`src/rtl/defs.sv`:
```
// Shared types and constants for the SHA-3 message input path.
package defs;

  localparam int unsigned WORD_W     = 64;
  localparam int unsigned RATE_WORDS = 17;
  localparam int unsigned RATE_W     = WORD_W * RATE_WORDS;

  localparam logic [7:0] PAD_FIRST = 8'h01;
  localparam logic [7:0] PAD_LAST  = 8'h80;

  typedef logic [WORD_W-1:0] packet_input;
  typedef logic [RATE_W-1:0] rate_block_t;

endpackage

```
`src/rtl/pad_word_gen.sv`:
```
// Keeps the first byte_num bytes of a word (MSB first), inserts the pad byte after them, zeroes the rest.
module pad_word_gen
  import defs::*;
(
  input  packet_input word,
  input  logic [2:0]  byte_num,
  output packet_input padded_c
);

  always_comb begin
    padded_c = '0;
    for (int i = 0; i < 8; i++) begin
      if (3'(i) < byte_num) begin
        padded_c[63-8*i -: 8] = word[63-8*i -: 8];
      end else if (3'(i) == byte_num) begin
        padded_c[63-8*i -: 8] = PAD_FIRST;
      end
    end
  end

endmodule

```
`src/rtl/sha3_input_padder.sv`:
```
// Collects 64-bit message words into padded 1088-bit rate blocks and holds each
// block until the permutation acknowledges it.
module sha3_input_padder
  import defs::*;
(
  input  logic        clk,
  input  logic        reset,
  input  packet_input in,
  input  logic        in_ready,
  input  logic        is_last,
  input  logic [2:0]  byte_num,
  output logic        buffer_full,
  output rate_block_t out,
  output logic        out_ready,
  input  logic        f_ack
);

  localparam logic [0:0] ACCEPT = 1'b0;
  localparam logic [0:0] FULL   = 1'b1;

  logic [0:0]  state, state_n;
  logic [4:0]  count, count_n;
  logic        last_seen, last_seen_n;
  rate_block_t block, block_n;
  packet_input padded;
  int unsigned slot_lsb;

  pad_word_gen u_pad (
    .word     (in),
    .byte_num (byte_num),
    .padded_c (padded)
  );

  // Slot 0 sits at the top of the block, so the write position counts down.
  assign slot_lsb = (RATE_WORDS - 1 - 32'(count)) * WORD_W;

  always_ff @(posedge clk or posedge reset) begin
    if (reset) begin
      state       <= ACCEPT;
      count       <= '0;
      last_seen   <= 1'b0;
      block       <= '0;
      out_ready   <= 1'b0;
      buffer_full <= 1'b0;
    end else begin
      state       <= state_n;
      count       <= count_n;
      last_seen   <= last_seen_n;
      block       <= block_n;
      out_ready   <= (state_n == FULL);
      buffer_full <= (state_n == FULL);
    end
  end

  always_comb begin
    state_n     = state;
    count_n     = count;
    last_seen_n = last_seen;
    block_n     = block;
    case (state)
      ACCEPT: begin
        if (in_ready) begin
          count_n = count + 5'd1;
          if (is_last) begin
            block_n[slot_lsb +: WORD_W] = padded;
            // Applied after the slot write so a pad word in slot 16 keeps both markers.
            block_n[7:0] = block_n[7:0] | PAD_LAST;
            last_seen_n  = 1'b1;
            state_n      = FULL;
          end else begin
            block_n[slot_lsb +: WORD_W] = in;
            if (count == 5'(RATE_WORDS - 1)) state_n = FULL;
          end
        end
      end
      FULL: begin
        if (f_ack) begin
          block_n     = '0;
          count_n     = '0;
          last_seen_n = 1'b0;
          state_n     = ACCEPT;
        end
      end
      default: state_n = ACCEPT;
    endcase
  end

  assign out = block;

  a_last_only_when_full: assert property (@(posedge clk) disable iff (reset)
    last_seen |-> (state == FULL));

endmodule
```
`config.mk`:
```
export PLATFORM = sky130hd
export DESIGN_NAME = sha3_input_padder
export DESIGN_NICKNAME = d
export VERILOG_FILES = /design/src/rtl/defs.sv /design/src/rtl/pad_word_gen.sv /design/src/rtl/sha3_input_padder.sv
export SDC_FILE = /design/constraint.sdc
export NUM_CORES = 2
export LEC_CHECK = 0
export CAP_MARGIN = 20
export CORE_AREA = 8 8 442 444
export CTS_CLUSTER_DIAMETER = 120
export DETAILED_ROUTE_END_ITERATION = 6
export DIE_AREA = 0 0 450 452
export PLACE_DENSITY_LB_ADDON = 0.2
export RECOVER_POWER = 100
export SYNTH_ARGS = -nofsm -noshare
export SYNTH_HDL_FRONTEND = slang
export SYNTH_SLANG_ARGS = --single-unit
```
`constraint.sdc`:
```
create_clock -name clk -period 71.2 [get_ports clk]
set_input_delay 21.36 -clock clk [delete_from_list [all_inputs] [get_ports clk]]
set_output_delay 21.36 -clock clk [all_outputs]
set_load 0.005 [all_outputs]
```
==> key figures <==
Floorplan
  • Starting Density: between 20% and 30%
  • Width of the chip: between 400 and 500 µm
  • Vert. Die Dim: ~450 µm
  • Core footprint: 0.1886 mm²
  • Row cnt: 160
  • IO Pins: approximately 1,200
  • Die Area: between 0.2 and 0.25 mm²

Drt
  • Antenna Nets Post-Route: 0
  • DRC Markers: 0
  • Post-Route WL: about 360,000 µm
  • Wire per inst: 43.92 µm
  • DRT Pass-1 Iters: 5
  • Vias: between 40,000 and 50,000
  • Initial DRC Count: roughly 5,000
  • Avg Vias per Cell: between 5 and 6

Synth
  • Largest family of logic cells by synthesized area: compound AO/OA/AOI/OAI gates
  • #FFs+latches synth: ~1,100
  • Netlist cell types: 85
  • Simple-gate share of the synthesized area: a little over an eighth
  • Post-synth top flop: dfrtp_1
  • Netlist Area Pre-Place: just under 0.05 mm²
  • Async SR Flop Fraction: 100.0%
  • Post-Synthesis Net Count: between 4,000 and 5,000
  • Sequential area share after synthesis: 56.11%
  • Synth Area in XOR/XNOR: 0.1257%
  • Mux contribution to synthesized area: 9.117%
  • Adder-Cell Fraction of Synth Area: less than 1%
  • Synth Area in Compound Gates: ~17%
  • Synth Warn #: 0
  • Synth Instances: around 4,400
  • Synth Area per Inst: 11.07 µm²
  • EDFF count, synth: 0

STA
  • Worst rel slew slack: -525.2%
  • Setup_tns: 0 ns
  • Slew @ Worst Pin: approximately 9.4 ns
  • Final max-slew violation count: between 2,000 and 3,000
  • Fin Hold WS: 0.4748 ns
  • Final period util: between 50% and 60%
  • Clk_skew: 0.04070 ns
  • Final worst path period need: 36.25 ns
  • Fmax achieved: 0.02759 GHz
  • Final Hold Fails: 0
  • # setup viols final: 0
  • Crit path setup slack, layout: ~35 ns
  • RSZ-0062 raised after global routing: false

Run status
  • Status: complete, but fails checks
  • Failing checks: max-capacitance violations, max-slew violations

Power and ir drop
  • Register share of total power: between 20% and 30%
  • Internal: about 1.2 mW
  • Net Sw Frac: roughly 48%
  • Combinational Power Share: around two fifths
  • PwrDens: roughly 35 mW/mm²
  • Psw: between 1 and 1.5 mW
  • Clk pwr share: 31.8%
  • Leakage: approximately 32 nW
  • Worst vdd ir: between 0.03 and 0.04 mV

Critical path
  • Worst path cell trace: dlygate4sd3_1, clkinvlp_2, clkbuf_1, clkbuf_1, clkbuf_1
  • Slowest-stage cell, CP: clkbuf_1
  • Delay of the slowest critical-path stage: 6.59 ns
  • Critical path depth in cells: 5
  • Data arrival time of the critical path: 36.43 ns
  • Worst-path fanout max: 159
  • Worst-case reg-to-reg path depth: 7
  • Critical path type: in -> async
  • CP startpoint kind: input pin
  • CP required: 71.39 ns
  • Worst path top cell family by delay: buffers and inverters
  • Most common cell on crit path: clkbuf_1
  • Worst path bufs/invs: 5
  • CP endpoint kind: async pin

Global route
  • Vias in the first global route: roughly 46,000
  • Initial antenna violation count: 31
  • Pin count of the biggest net entering global routing: 160
  • All-Layer GR Usage: between 30% and 40%
  • First-pass GRT wire length: about 470,000 µm
  • Global route overflow: 0

Clocking
  • Setup Fix Bufs, Post-CTS: 0
  • CTS tree: yes
  • Clk sink count: ~1,100
  • CTS Hold Bufs: 0
  • Root buffer cell: clkbuf_16
  • Num CTS Buffers: 138
  • CTS clk-pin slew, worst paths: approximately 0.06 ns
  • Clock buffer depth: 3
  • Htree depth: 4
  • CTS resizes: 0
  • Clock Latency Late Sink: ~0.83 ns

Min path
  • Hold crit path type: reg -> reg
  • WHS Path Cells: 2

Final layout
  • Final net count: between 5,000 and 6,000
  • Share of layout cells above drive strength 1: between 10 and 15%
  • Synth-to-Final Area Change: 40.26%

Placed design
  • Setup WS pre-CTS: around 45 ns
  • Port bufs: between 1,000 and 1,500
  • RD Place Congestion: approximately 1
  • Final HPWL DP: 264,000 µm

Run
  • Max-cap violation count: 60
-- state kept, by name, summed over array words and instances (netlist names) --
name and flops:
out 1088, state 1, count 5
-- per-stage QoR --
stage / power, mW / instances / area (µm²) / util [%]
detailed placement: 1.612 / 7856 / 63980 / 33.93
CTS: 2.369 / 8107 / 68780 / 36.47
global placement: 1.607 / 7843 / 63790 / 33.83
global route: 2.399 / 8117 / 68380 / 36.26
finish: 2.371 / 8137 / 68430 / 36.29
floorplan: 1.046 / 4407 / 48790 / -
-- metal layers --
metal,global-route usage (%),wire (µm),vias to the layer above
li1,-,-,18670
met1,39.97,135000,24650
met2,51.84,158500,2826
met3,11.29,34420,785
met4,22.34,29480,2
met5,0,13,-
-- cell usage after synthesis, types with 5 or more instances --
cell	instances	share of area, %
nor2_1	277	2.1
ha_1	9	0.23
clkbuf_1	303	2.3
o41ai_1	24	0.43
and3_1	11	0.14
o2111ai_1	13	0.23
a22o_1	114	2.0
mux2_1	5	0.12
mux2_2	358	8.3
o2bb2ai_1	79	1.4
nor2b_1	60	0.77
nand2_1	323	2.5
nor4_1	69	0.88
o21ai_0	139	1.4
a31oi_1	12	0.15
inv_1	36	0.28
a32oi_1	9	0.16
or4_1	12	0.18
or3_1	14	0.18
o211ai_1	255	3.9
a21oi_1	19	0.19
nand2b_1	46	0.59
nand3_1	218	2.2
nor3_2	7	0.14
dfrtp_1	1094	56
buf_1	40	0.31
buf_6	5	0.12
mux2i_1	36	0.74
buf_4	7	0.11
a32o_1	73	1.5
buf_2	74	0.76
nor3_1	203	2.1
nand4_1	57	0.73
a21o_1	11	0.17
and2_1	25	0.32
o31ai_1	272	4.2
-- power groups by stage --
stage,clock network [mW],registers (mW),logic (mW)
2_1_floorplan,0,0.665,0.381
3_3_place_gp,0,0.667,0.939
3_5_place_dp,0,0.667,0.945
4_1_cts,0.766,0.656,0.946
5_1_grt,0.789,0.658,0.952
6_report,0.755,0.656,0.960
-- final cells by class --
class | instances | area [µm²]
timing repair buffer | 1371 | 13060
clock inverter | 56 | 739.5
tap | 2511 | 3142
fill | 19030 | 120100
sequential | 1094 | 27380
multi-input combinational | 2846 | 19840
inverter | 37 | 140.1
antenna | 27 | 67.56
clock buffer | 195 | 4061
-- tightest hold or removal path: stages, from the launching register on --
cell,delay (ns)
dfrtp_1,0.33
nand2_1,0.05
o21ai_0,0.06
-- worst paths after layout --
path                       endpoint  slack, ns     from
max                         out[90]      34.95    reset
min                         out[34]       0.47  out[34]
max reg2reg                out[431]      57.14    state
min reg2reg                 out[34]       0.47  out[34]
max in group clk           out[431]      36.88    f_ack
min in group asynchronous  out[839]      22.79    reset
-- kinds of logic after synthesis --
family,after synthesis
AND/OR/NAND/NOR,1355
adder cells (fa/ha/maj),9
flip-flops,1094
multiplexers,399
AO/OA/AOI/OAI,1076
buffers and inverters,467
XOR/XNOR,7
-- cell usage in the layout (no fill, tap or decap), types with 79 or more instances in the layout --
cell type,n
clkbuf_16,141
dlygate4sd3_1,1091
o21ai_0,142
o31ai_1,273
dfrtp_1,1093
nor3_1,201
a22o_1,114
o2bb2ai_1,79
mux2_2,354
clkbuf_1,79
nand2_1,316
buf_4,142
o211ai_1,255
nor2_1,274
nand3_1,213
Power figures use the tool's default switching activity.
